**config.mk**
```make
export PLATFORM = sky130hd
export DESIGN_NAME = imem_program_encoder
export DESIGN_NICKNAME = d
export VERILOG_FILES = /design/src/rtl/imem_program_encoder.sv
export SDC_FILE = /design/constraint.sdc
export NUM_CORES = 1
export LEC_CHECK = 0
export ABC_AREA = 0
export CORE_MARGIN = 1
export CORE_UTILIZATION = 43
export CTS_CLUSTER_SIZE = 12
export DETAILED_ROUTE_END_ITERATION = 8
export PLACE_DENSITY = 0.79
export SLEW_MARGIN = 20
export SYNTH_ARGS = -nofsm -noshare
export SYNTH_HDL_FRONTEND = slang
export SYNTH_SLANG_ARGS = --single-unit
```
**constraint.sdc**
```tcl
create_clock -name CLK -period 2.15 [get_ports CLK]
set_clock_uncertainty 0.05 [all_clocks]
set_input_delay 0.645 -clock CLK [delete_from_list [all_inputs] [get_ports CLK]]
set_output_delay 0.645 -clock CLK [all_outputs]
set_load 0.05 [all_outputs]
```
**src/rtl/imem_program_encoder.sv**
```systemverilog
// imem_program_encoder
// Program-load write port for instruction memory. Each request is turned into a
// 32-bit MIPS instruction word and written at the next sequential word address.
// Optional feature: define ENC_MUL_EN to accept kind 5 (MUL) as a legal R-type;
// without it, kind 5 is consumed as an illegal request.
module imem_program_encoder #(
  parameter int ADDR_W = 6
) (
  input  logic              CLK,
  input  logic              RST,
  input  logic              req_valid,
  output logic              req_ready,
  input  logic [3:0]        req_kind,
  input  logic [4:0]        req_rs,
  input  logic [4:0]        req_rt,
  input  logic [4:0]        req_rd,
  input  logic [15:0]       req_imm,
  input  logic [25:0]       req_target,
  output logic              imem_we,
  output logic [ADDR_W-1:0] imem_addr,
  output logic [31:0]       imem_wd,
  output logic [ADDR_W:0]   count,
  output logic              full,
  output logic              err
);

  localparam int DEPTH = 2 ** ADDR_W;
  // count value present during the write that fills the memory
  localparam logic [ADDR_W:0] COUNT_LAST = (ADDR_W + 1)'(DEPTH - 1);

  typedef enum logic [1:0] {
    IDLE  = 2'd0,
    WRITE = 2'd1,
    FULL  = 2'd2
  } state_t;

  state_t      state;
  logic        enc_legal;
  logic [31:0] enc_word;

  // Ready is gated by RST directly so no request can be taken in a reset cycle.
  assign req_ready = (state == IDLE) && !RST;

  // Encode the current request fields; fields a kind does not use stay zero.
  always_comb begin
    enc_legal = 1'b1;
    enc_word  = 32'h0000_0000;
    case (req_kind)
      4'd0:  enc_word = {6'b000000, req_rs, req_rt, req_rd, 5'b00000, 6'b100100}; // AND
      4'd1:  enc_word = {6'b000000, req_rs, req_rt, req_rd, 5'b00000, 6'b100101}; // OR
      4'd2:  enc_word = {6'b000000, req_rs, req_rt, req_rd, 5'b00000, 6'b100000}; // ADD
      4'd3:  enc_word = {6'b000000, req_rs, req_rt, req_rd, 5'b00000, 6'b100010}; // SUB
      4'd4:  enc_word = {6'b000000, req_rs, req_rt, req_rd, 5'b00000, 6'b101010}; // SLT
`ifdef ENC_MUL_EN
      4'd5:  enc_word = {6'b000000, req_rs, req_rt, req_rd, 5'b00000, 6'b011000}; // MUL
`else
      4'd5:  enc_legal = 1'b0;
`endif
      4'd6:  enc_word = {6'b000000, req_rs, 5'b00000, 5'b00000, 5'b00000, 6'b001000}; // JR
      4'd7:  enc_word = {6'b001000, req_rs, req_rt, req_imm};  // ADDI
      4'd8:  enc_word = {6'b000100, req_rs, req_rt, req_imm};  // BEQ
      4'd9:  enc_word = {6'b101011, req_rs, req_rt, req_imm};  // SW
      4'd10: enc_word = {6'b100011, req_rs, req_rt, req_imm};  // LW
      4'd11: enc_word = {6'b000010, req_target};               // J
      4'd12: enc_word = {6'b000011, req_target};               // JAL
      default: enc_legal = 1'b0;
    endcase
  end

  // Load FSM: accept in IDLE, strobe the write for one cycle, then advance.
  always_ff @(posedge CLK) begin
    if (RST) begin
      state     <= IDLE;
      imem_we   <= 1'b0;
      imem_addr <= '0;
      imem_wd   <= 32'h0000_0000;
      count     <= '0;
      full      <= 1'b0;
      err       <= 1'b0;
    end else begin
      case (state)
        IDLE: begin
          if (req_valid && req_ready) begin
            if (enc_legal) begin
              imem_wd <= enc_word;
              imem_we <= 1'b1;
              state   <= WRITE;
            end else begin
              err <= 1'b1;
            end
          end
        end
        WRITE: begin
          imem_we   <= 1'b0;
          imem_addr <= imem_addr + 1'b1;  // wraps to 0 after the last word
          count     <= count + 1'b1;
          if (count == COUNT_LAST) begin
            state <= FULL;
            full  <= 1'b1;
          end else begin
            state <= IDLE;
          end
        end
        FULL: begin
          state <= FULL;
        end
        default: begin
          state <= IDLE;
        end
      endcase
    end
  end

endmodule

```
# Word-level counts from Yosys, hierarchy flattened
# Index checks and enable logic that the tools add are counted.
# op_classes
add_sub_neg	2
eq_ne	16
muxes	9
bitwise_logic	1
n_reduce_logical	12
# op_table
cell	count
one-hot mux 32 bit (12 select lines)	1
== test 4 bit, second input constant	5
== test 4 x 3 -> 1 bit, second input constant	3
OR reduction 12 bit	1
AND reduction 3 bit	3
== test 4 x 2 -> 1 bit, second input constant	2
adder 7 x 1 -> 7 bit, second input constant	1
== test 7 x 6 -> 1 bit, second input constant	1
adder 6 x 1 -> 6 bit, second input constant	1
two-way mux 2 bit	3
one-hot mux 2 bit (3 select lines)	1
== test 4 x 1 -> 1 bit, second input constant	1
zero test 4 bit	1
AND reduction 2 bit	2
two-way mux 1 bit	3
== test 2 x 1 -> 1 bit, second input constant	1
== test 2 bit, second input constant	1
logical AND 1 bit	2
zero test 2 bit	1
inequality test 2 x 1 -> 1 bit, second input constant	1
inequality test 2 bit, second input constant	1
one-hot mux 1 bit (2 select lines)	1
nonzero test 2 bit	1
zero test 1 bit	1
inverter 1 bit	1
# totals
inputBits	64
regBits	50
output_inout_bits	49
elab_cells	47

# Longest topological paths before layout
# Gate-level depths: netlist (run 1).
# logic_depth
depth_word	6
depth_mapped	7
ltp_nobuf	5

# Worst setup path after synthesis (run 1)
# Ideal clock, no wire load.
# synth_path
kind	input port to flip-flop
startpoint	input RST
endpoint	register imem_wd[27]
arrival_time_ps	2304
cell_stages	4
n_path_buf	0
setup_slack_ps	-296
required_time_ps	2008
setup_ps	92
path_cell_list	nor3_1 and2_1 a21oi_1 nor4_1
# synth_between
elab_chain_len	4
# synth_lines
item	line_no	rtl
start: declaration	10	input logic RST,
zero test 1 bit	42	assign req_ready = (state == IDLE) && !RST;
logical AND 1 bit	42	
logical AND 1 bit	83	if (req_valid && req_ready) begin
AND reduction 3 bit (no source line)	n/a	
end signal: assignment	85	imem_wd <= enc_word;
end: declaration	21	output logic [31:0] imem_wd,
# Parallel ways exist; a longest one is shown, timed or not.
# A chain may end at the register's enable or synchronous reset.

# Final worst setup path (run 1)
# layout_path
startpoint	input RST
endpoint	output req_ready
# layout_between
elab_chain_len	2
# layout_lines
item	line_no	rtl
zero test 1 bit	42	
logical AND 1 bit	42	
end: declaration	12	output logic req_ready,
# No other way between the ends.

==> results of run 1 <==
-- worst paths after layout --
kind         slack (ns)     start     endpoint  depth (start not counted)
max                0.19       RST    req_ready                          4
min                0.40      full         full                          2
max reg2reg        0.33  state[0]  imem_wd[11]                          6
min reg2reg        0.40      full         full                          2
-- sequential cells by signal (all words and copies together) (netlist names) --
| signal | flops |
|---|---|
| err | 1 |
| imem_wd | 31 |
| imem_addr | 6 |
| full | 1 |
| state | 2 |
| count | 7 |
| imem_we | 1 |
-- repair_timing --
| item | in CTS | in global routing |
|---|---|---|
| endpoints found under the setup margin | 25 | 29 |
| setup buffers | 1 | 7 |
| hold buffers | 0 | 0 |
| resized for setup | 9 | 25 |
| gates cloned | 3 | 0 |
| endpoints found under the hold margin | 0 | 0 |
| pin swaps | 2 | 5 |
-- placed cells by master, fill, tap and decap left out, drive strengths merged, types with 6 or more instances in the layout --
cell,count
a21o,10
a21oi,19
a221oi,21
a311oi,6
buf,85
clkbuf,6
clkdlybuf4s50,57
dfxtp,49
dlymetal6s2s,8
inv,8
nand2,17
nand3b,9
nand4,9
nor2,41
nor3,19
o21ai,8
or3b,6
xor2,9
-- worst max-delay path, delay by kind of cell --
| kind | cells | cell delay, ns |
|---|---|---|
| buffers and inverters | 3 | 0.48 |
| and+or+nand+nor | 1 | 0.15 |
-- logic make-up (layout without fill, tap and decap cells) --
group,Yosys count,count (layout),synth area share (%)
AOI/OAI and AO/OA,83,85,23.91
xor gates and xnor gates,11,11,3.639
adders and majority gates,2,2,0.9450
buffers and inverters,39,169,7.892
DFF,49,49,37.05
muxes,8,8,3.166
other,1,1,0.1416
and+or+nand+nor,121,121,23.25
-- area by class of cell --
| cell class | count | area (um2) |
|---|---|---|
| Timing Repair Buffer | 152 | 1358 |
| Tap cell | 75 | 93.84 |
| Sequential cell | 49 | 980.9 |
| Inverter | 9 | 46.29 |
| Multi-Input combinational cell | 228 | 1543 |
| Timing Repair inverter | 1 | 8.758 |
| Fill cell | 490 | 1809 |
| Clock inverter | 1 | 8.758 |
| Clock buffer | 6 | 72.57 |
-- power by group through the flow --
stage	clock [mW]	sequential, mW	combinational, mW
finish	0.522	0.975	0.700
detailed placement	0	0.996	0.651
global placement	0	0.995	0.642
floorplan	0	1.14	0.241
global route	0.576	0.981	0.745
CTS	0.538	0.975	0.670
-- per-layer routing --
metal  wire (um)  vias up  GRT usage [%]
li1            -     1417              -
met1        3501     1344          29.63
met2        3729      115          39.58
met3         689       14          7.727
met4         150        0          8.036
met5           0        -              0
==> metrics, run 1 <==
Slew Viols, Final=0; 1st-pass router iterations=4; CTS Buf Count=5; Placement Rows=28; ys async rst share=0%; largest cells by area after synthesis=dfxtp_1 (37%), a221oi_1 (6.6%), nor2_1 (5.8%); CP Max Fanout=2; Initial Util=between 40% and 50%; dpl cells=roughly 500; clock root buffer=clkbuf_8; final setup violation count=0; Overflow after GRT=0; setup ws final=~0.19 ns; Post-Synthesis Net Count=380; final design utilization=a little over two thirds; switching power=around 710 uW; period utilization=roughly 91%; first-pass GRT wire length=about 12 mm; unrepaired setup endpoints after global routing=false; P per Cell Area=between 500 and 600 nW/um2; synth cell count leaders=dfxtp_1 (49), nor2_1 (41), a221oi_1 (20); final-stage net count=just over 500; ys flop type=dfxtp_1; VDD IR max=0.4164 mV; Total GRT Usage=24.14%; DRC Markers=0; DR WL/cell=between 15 and 20 um; Post-synth EDFFs=0; Vias/cell=5.547; CP Data Required Time=1.45 ns; Pint=approximately 1.5 mW; final hold viol count=0; Cells after Synth=~310; Vias=2890; die extent in y=80.47 um; Tmin final=between 1.5 and 2 ns; Iteration-0 DRC Markers=just over 80; Crit path largest cell delay=0.24 ns; I/O pin cnt=between 100 and 150; Setup WS pre-CTS=-0.4430 ns; wire length after detailed routing=8.071 mm; clock slew at reported path FFs=~0.09 ns; Clock Latency Late Sink=around 0.30 ns; number of diodes=0; post-synth cell types=50; Die W=roughly 80 um; crit path capture type=primary output; Sink Count=49; P&R area growth vs syn=55.29%; register area share after synthesis=a little under two fifths; maximum clock rate=just over 500 MHz; Port Buf Inserts=about 110; Post-DRT Antenna Nets=0; placed inst area=roughly 3800 um2; number of synthesized register bits=49; switching share of power=around a third; status=finished, final reports clean; H-tree Lvls=2; vias in the first global route=roughly 2700; gpl congestion=around 0.81; synthesized area per cell=between 8 and 9 um2; top cell type's share of synthesized area=37.05%; cell area after layout=about 4000 um2; share of cells above drive strength 1=27.13%; CTS tree=built; Core Footprint=about 5900 um2; Die ar.=approximately 6500 um2; most frequent cell after synthesis=dfxtp_1; max-cap viol count=0; Hold Path Class=reg2reg; clock tree buffer depth=2; Max-slew headroom=between 60% and 70%; initial antenna violation count=0; post-route setup TNS=0 ns; slowest CP cell=buf_4; crit path launch type=input pin; crit path kind=in2out; Post-Syn Area=roughly 2600 um2; largest net degree at the start of global routing=50; post-synth top area cell=dfxtp_1; Detail Placement HPWL=between 5 and 6 mm; Leakage=about 1.8 nW; Yosys warnings=0; Final Instance Count excl. Fillers=521; Reg power frac=between 40 and 50%; total design power=between 2 and 2.5 mW; critical path, cell by cell=buf_2, buf_4, nor3_2, buf_4; hold slack=slightly above 0.4 ns; worst slew pin tran=roughly 0.52 ns; Critical Path AT=approximately 1.3 ns; Clk network pwr share=23.8%; most frequent CP cell=buf_4; part of the power in combinational logic=31.9%
No activity file was read; power rests on OpenSTA's default activity.
==> run 2: changes to the inputs <==
==> constraint.sdc (replaced) <==
create_clock -name CLK -period 2.15 [get_ports CLK]
set_clock_uncertainty 0.05 [all_clocks]
set_input_delay 0.645 -clock CLK [delete_from_list [all_inputs] [get_ports CLK]]
set_output_delay 0.645 -clock CLK [all_outputs]
set_load 0.01 [all_outputs]
==> metrics, run 2 (synthesis results as in run 1) <==
gpl congestion=0.8283 (+2.8%); max reg flops=31 (unchanged); Initial Util=44.72% (unchanged); Detail Placement HPWL=5.515 mm (+0.42%); Critical Path Source=req_kind[3]; FILL cells=410 (-16%); vias in the first global route=2738 (+1.1%); crit path launch type=input pin; GR Util met2=41.36% (+1.8 points); VDD IR max=0.3906 mV (-6.2%); largest registers=imem_wd (31), count (7), imem_addr (6); register area=980.9 um2 (unchanged); largest net degree at the start of global routing=43 (-14%); Clock Latency Late Sink=0.31 ns (about the same); maximum clock rate=477.1 MHz (-6.5%); Min-Delay Endpoint=full; switching share of power=29.55% (-2.9 points); final design utilization=74.13% (+4.7 points); Setup WS pre-CTS=-0.4125 ns (+0.03048 ns); Iteration-0 DRC Markers=201 (+140%); Core Footprint=5921 um2 (unchanged); Sink Count=49 (unchanged); flop-to-flop setup slack=0.29 ns (-0.04 ns); number of diodes=0 (unchanged); Die ar.=6475 um2 (unchanged); slowest CP cell=clkdlybuf4s50_1; Clk network pwr share=26.2% (+2.4 points); period utilization=97.49% (+6.3 points); Vias=2955 (+2.2%); setup ws final=0.05399 ns (-0.1360 ns); share of cells above drive strength 1=20.18% (-7.0 points); crit path capture type=flip-flop; switching power=641.1 uW (-10%); I/O pin cnt=113 (unchanged); worst hold stages=2 (unchanged); CTS tree=built; GR Layer Usage met1=28.88% (-0.75 points); commonest non-fill, non-tap cell in the layout=clkdlybuf4s50_1; most flop-heavy register=imem_wd; DR WL/cell=16.35 um (+5.6%); die extent in y=80.47 um (unchanged); Slew Viols, Final=0 (unchanged); Port Buf Inserts=111 (unchanged); final-stage net count=516 (+0.78%); CTS Buf Count=5 (unchanged); first-pass GRT wire length=12.28 mm (+0.23%); FF-to-FF path depth=5 (-1); DRC Markers=0 (unchanged); CP Data Required Time=2.33 ns (+0.88 ns); clock slew at reported path FFs=0.10 ns (about the same); crit path kind=in2reg; part of the power in combinational logic=28.8% (-3.1 points); Vias/cell=5.618 (+1.3%); critical path, cell by cell=clkdlybuf4s50_1, buf_4, or3b_2, a21oi_1, a221oi_1, a311oi_1; Tmin final=2.096 ns (+0.1360 ns); grt peak-use layer=met2; 1st-pass router iterations=4 (unchanged); Overflow after GRT=0 (unchanged); Pint=1.528 mW (+2.9%); wire length after detailed routing=8.602 mm (+6.6%); H-tree Lvls=2 (unchanged); final setup violation count=0 (unchanged); Die W=80.47 um (unchanged); met3 Usage GRT=5.795% (-1.9 points); CP Max Fanout=12 (+10); FF-to-FF End=imem_wd[10]; clock tree buffer depth=2 (unchanged); Placement Rows=28 (unchanged); initial antenna violation count=0 (unchanged); Reg power frac=45.0% (+0.6 points); hold_buf cts=0 (unchanged); dpl cells=508 (+0.99%); P per Cell Area=494.2 nW/um2 (-7.5%); Leakage=1.692 nW (-4.9%); status=finished, final reports clean; FF-to-FF Start=state[0]; Total GRT Usage=24.24% (+0.095 points); final hold viol count=0 (unchanged); Crit path largest cell delay=0.45 ns (+0.21 ns); area occupied by multi-input gates=1585 um2 (+2.8%); P&R area growth vs syn=65.78%; Critical Path AT=2.27 ns (+1.00 ns); Final Instance Count excl. Fillers=526 (+0.96%); Hold Path Class=reg2reg; hold_sp=full; max-cap viol count=0 (unchanged); clock root buffer=clkbuf_8; commonest non-fill, non-tap cells in the layout=clkdlybuf4s50_1 (105), dfxtp_1 (49), nor2_1 (41); Post-DRT Antenna Nets=0 (unchanged)
[run 2: worst max path at each step]
stage / end / slack [ns] / depth (start not counted)
final: imem_wd[15] / 0.05 / 6
after CTS: imem_wd[6] / -0.008 / 6
after floorplan: imem_wd[23] / 0.12 / 6
after global placement: imem_wd[22] / -0.32 / 6
after detailed placement: imem_wd[9] / -0.41 / 6
after global routing: imem_wd[15] / -0.002 / 6
[run 2: cell type report]
type                            instances  area share (%)
Clock buffer                            5           1.568
Multi-Input combinational cell        226           36.12
Timing Repair Buffer                  157           35.89
Inverter                                9           1.055
Sequential cell                        49           22.35
Tap cell                               75           2.138
Timing Repair inverter                  2          0.3991
Clock inverter                          3          0.4846
[run 2: metrics by stage]
step | setup TNS (ns) | power (mW) | area (um2) | hold WS [ns]
6_report | 0 | 2.169 | 4389 | 0.3984
5_1_grt | -0.002422 | 2.272 | 4389 | 0.4247
4_1_cts | -0.01740 | 2.123 | 4144 | 0.4022
3_5_place_dp | -10.53 | 1.543 | 4000 | 0.3869
3_3_place_gp | -9.321 | 1.534 | 4000 | 0.3873
2_1_floorplan | 0 | 1.246 | 2648 | 0.4196
[run 2: worst max-delay path: cells and delay by family]
kind	cells	cell delay, ns
simple gates	1	0.44
compound gates	3	0.54
buf+inv	2	0.64
[run 2: repair_timing]
item | 4_1_cts | 5_1_grt
resized for setup | 12 | 22
setup buffers | 0 | 5
setup endpoints to repair | 18 | 24
cloned | 0 | 5
pin swaps | 0 | 2
[run 2: power by group through the flow]
stage	Clock (mW)	Sequential [mW]	Combinational (mW)
2_1_floorplan	0	1.01	0.233
3_3_place_gp	0	0.995	0.540
3_5_place_dp	0	0.996	0.547
4_1_cts	0.585	0.976	0.562
5_1_grt	0.620	0.981	0.671
6_report	0.569	0.976	0.624
[run 2: per-layer routing]
layer	up-vias	routed length [um]
met4	0	132
met1	1405	3663
li1	1427	-
met2	110	4130
met5	-	0
met3	13	675
==> run 3: changes to the inputs <==
--- a/config.mk
+++ b/config.mk
@@ -7,10 +7,10 @@
 export LEC_CHECK = 0
 export ABC_AREA = 0
 export CORE_MARGIN = 1
-export CORE_UTILIZATION = 43
+export CORE_UTILIZATION = 40
 export CTS_CLUSTER_SIZE = 12
 export DETAILED_ROUTE_END_ITERATION = 8
-export PLACE_DENSITY = 0.79
+export PLACE_DENSITY = 0.74
 export SLEW_MARGIN = 20
 export SYNTH_ARGS = -nofsm -noshare
 export SYNTH_HDL_FRONTEND = slang
==> metrics, run 3 (synthesis results as in run 1) <==
status=finished, final reports clean; Overflow after GRT=0 (unchanged); met2 routed WL=3.967 mm (-3.9%); wire length after detailed routing=8.250 mm (-4.1%); Hold Path Class=reg2reg; max reg flops=31 (unchanged); Final Instance Count excl. Fillers=521 (-0.95%); met3 routed WL=585 um (-13%); first-pass GRT wire length=12.92 mm (+5.3%); CP Data Required Time=2.29 ns (-0.04 ns); crit path kind=in2reg; final design utilization=67.93% (-6.2 points); share of cells above drive strength 1=20.27% (+0.093 points); initial antenna violation count=0 (unchanged); Post-DRT Antenna Nets=0 (unchanged); Port Buf Inserts=111 (unchanged); Initial Util=41.46% (-3.3 points); Crit path largest cell delay=0.47 ns (+0.02 ns); final hold viol count=0 (unchanged); Pint=1.583 mW (+3.6%); critical path, cell by cell=clkdlybuf4s50_1, or4b_4, a21o_4, buf_12, a211oi_4, nor3_1; period utilization=99.05% (+1.6 points); Critical Path AT=2.27 ns (about the same); Core Footprint=6386 um2 (+7.9%); DR top layer=met4; unrepaired setup endpoints after global routing=true; most flop-heavy register=imem_wd; largest registers=imem_wd (31), count (7), imem_addr (6); slowest CP cell=clkdlybuf4s50_1; FF-to-FF path depth=5 (unchanged); Sink Count=49 (unchanged); crit path capture type=flip-flop; Setup WS pre-CTS=-0.4140 ns (-0.001479 ns); dpl cells=507 (-0.20%); CTS Buf Count=5 (unchanged); switching power=624.8 uW (-2.5%); setup ws final=0.02043 ns (-0.03355 ns); switching share of power=28.30% (-1.3 points); flop-to-flop setup slack=0.40 ns (+0.11 ns); cell area after layout=4338 um2 (-1.2%); maximum clock rate=469.6 MHz (-1.6%); die extent in y=83.36 um (+3.6%); FF-to-FF End=imem_wd[1]; DR WL/cell=15.83 um (-3.2%); post-route setup TNS=0 ns (unchanged); Iteration-0 DRC Markers=113 (-44%); DRC Markers=0 (unchanged); Vias=2929 (-0.88%); placed inst area=3980 um2 (-0.50%); largest net degree at the start of global routing=42 (-2.3%); Die W=83.36 um (+3.6%); total design power=2.208 mW (+1.8%); Tmin final=2.130 ns (+0.03355 ns); max-cap viol count=0 (unchanged); P&R area growth vs syn=63.85%; part of the power in combinational logic=27.4% (-1.4 points); Clk network pwr share=28.5% (+2.3 points); P per Cell Area=509.0 nW/um2 (+3.0%); H-tree Lvls=2 (unchanged); clock tree buffer depth=2 (unchanged); clock root buffer=clkbuf_8; I/O pin cnt=113 (unchanged); gpl congestion=0.7787 (-6.0%); 1st-pass router iterations=4 (unchanged); CTS tree=built; hold slack=0.4157 ns (+0.01727 ns); Vias/cell=5.622 (about the same); Total GRT Usage=22.75% (-1.5 points); Reg power frac=44.1% (-0.9 points); FF-to-FF Start=state[0]; clock slew at reported path FFs=0.09 ns (about the same); number of diodes=0 (unchanged); CP Max Fanout=11 (-1); final setup violation count=0 (unchanged); Leakage=1.664 nW (-1.6%); crit path launch type=input pin; VDD IR max=0.3071 mV (-21%); CP endpoint=imem_wd[1]; met1 wire length=3.588 mm (-2.0%); Slew Viols, Final=0 (unchanged); final-stage net count=509 (-1.4%); Critical Path Source=req_valid; Die ar.=6948 um2 (+7.3%); hold_buf cts=0 (unchanged); Placement Rows=29 (+3.6%); Clock Latency Late Sink=0.31 ns (about the same); vias in the first global route=2685 (-1.9%); commonest non-fill, non-tap cell in the layout=clkdlybuf4s50_1; Detail Placement HPWL=5.729 mm (+3.9%); commonest non-fill, non-tap cells in the layout=clkdlybuf4s50_1 (105), dfxtp_1 (49), nor2_1 (41)
-- run 3: cell count changes in the layout (fill, tap and decap cells not counted), moves of 2 or more --
cell	delta
a221oi_1	-5
a221oi_2	+6
buf_4	-6
buf_6	+2
clkbuf_16	-3
clkbuf_8	+2
inv_6	-2
-- run 3: power by group through the flow --
stage                     combinational (mW)  sequential [mW]  clock [mW]
after global placement                 0.537            0.995           0
after global routing                   0.649            0.980       0.670
final                                  0.605            0.975       0.628
after detailed placement               0.543            0.996           0
after CTS                              0.556            0.975       0.640
after floorplan                        0.233             1.01           0
-- run 3: final cells by class --
type / instances / area [um2]
Clock buffer: 7 / 96.34
Clock inverter: 1 / 8.758
Fill cell: 541 / 2048
Inverter: 9 / 46.29
Multi-Input combinational cell: 226 / 1612
Sequential cell: 49 / 980.9
Tap cell: 77 / 96.34
Timing Repair Buffer: 152 / 1498
-- run 3: worst max-delay path: cells and delay by family --
kind | cells | cell delay, ns
buffers and inverters | 2 | 0.63
AOI/OAI and AO/OA | 2 | 0.43
and+or+nand+nor | 2 | 0.55
-- run 3: worst min path at each step --
stage | startpoint | endpoint | slack [ns] | cells after the start
6_report | full | full | 0.42 | 2
5_1_grt | full | full | 0.44 | 2
3_3_place_gp | full | full | 0.39 | 2
3_5_place_dp | full | full | 0.40 | 2
4_1_cts | full | full | 0.42 | 2
2_1_floorplan | full | full | 0.42 | 2
-- run 3: timing repair --
action,CTS,global route
gates resized for setup,10,30
pin swaps,0,6
endpoints found under the hold margin,0,0
cloned,0,1
buffers inserted,0,5
endpoints found under the setup margin,21,22
-- run 3: per-layer routing --
| metal | vias to the layer above | GRT usage, % |
|---|---|---|
| met5 | - | 0 |
| met4 | 0 | 6.897 |
| met3 | 11 | 6.163 |
| met2 | 110 | 37.93 |
| met1 | 1398 | 28.57 |
| li1 | 1410 | - |
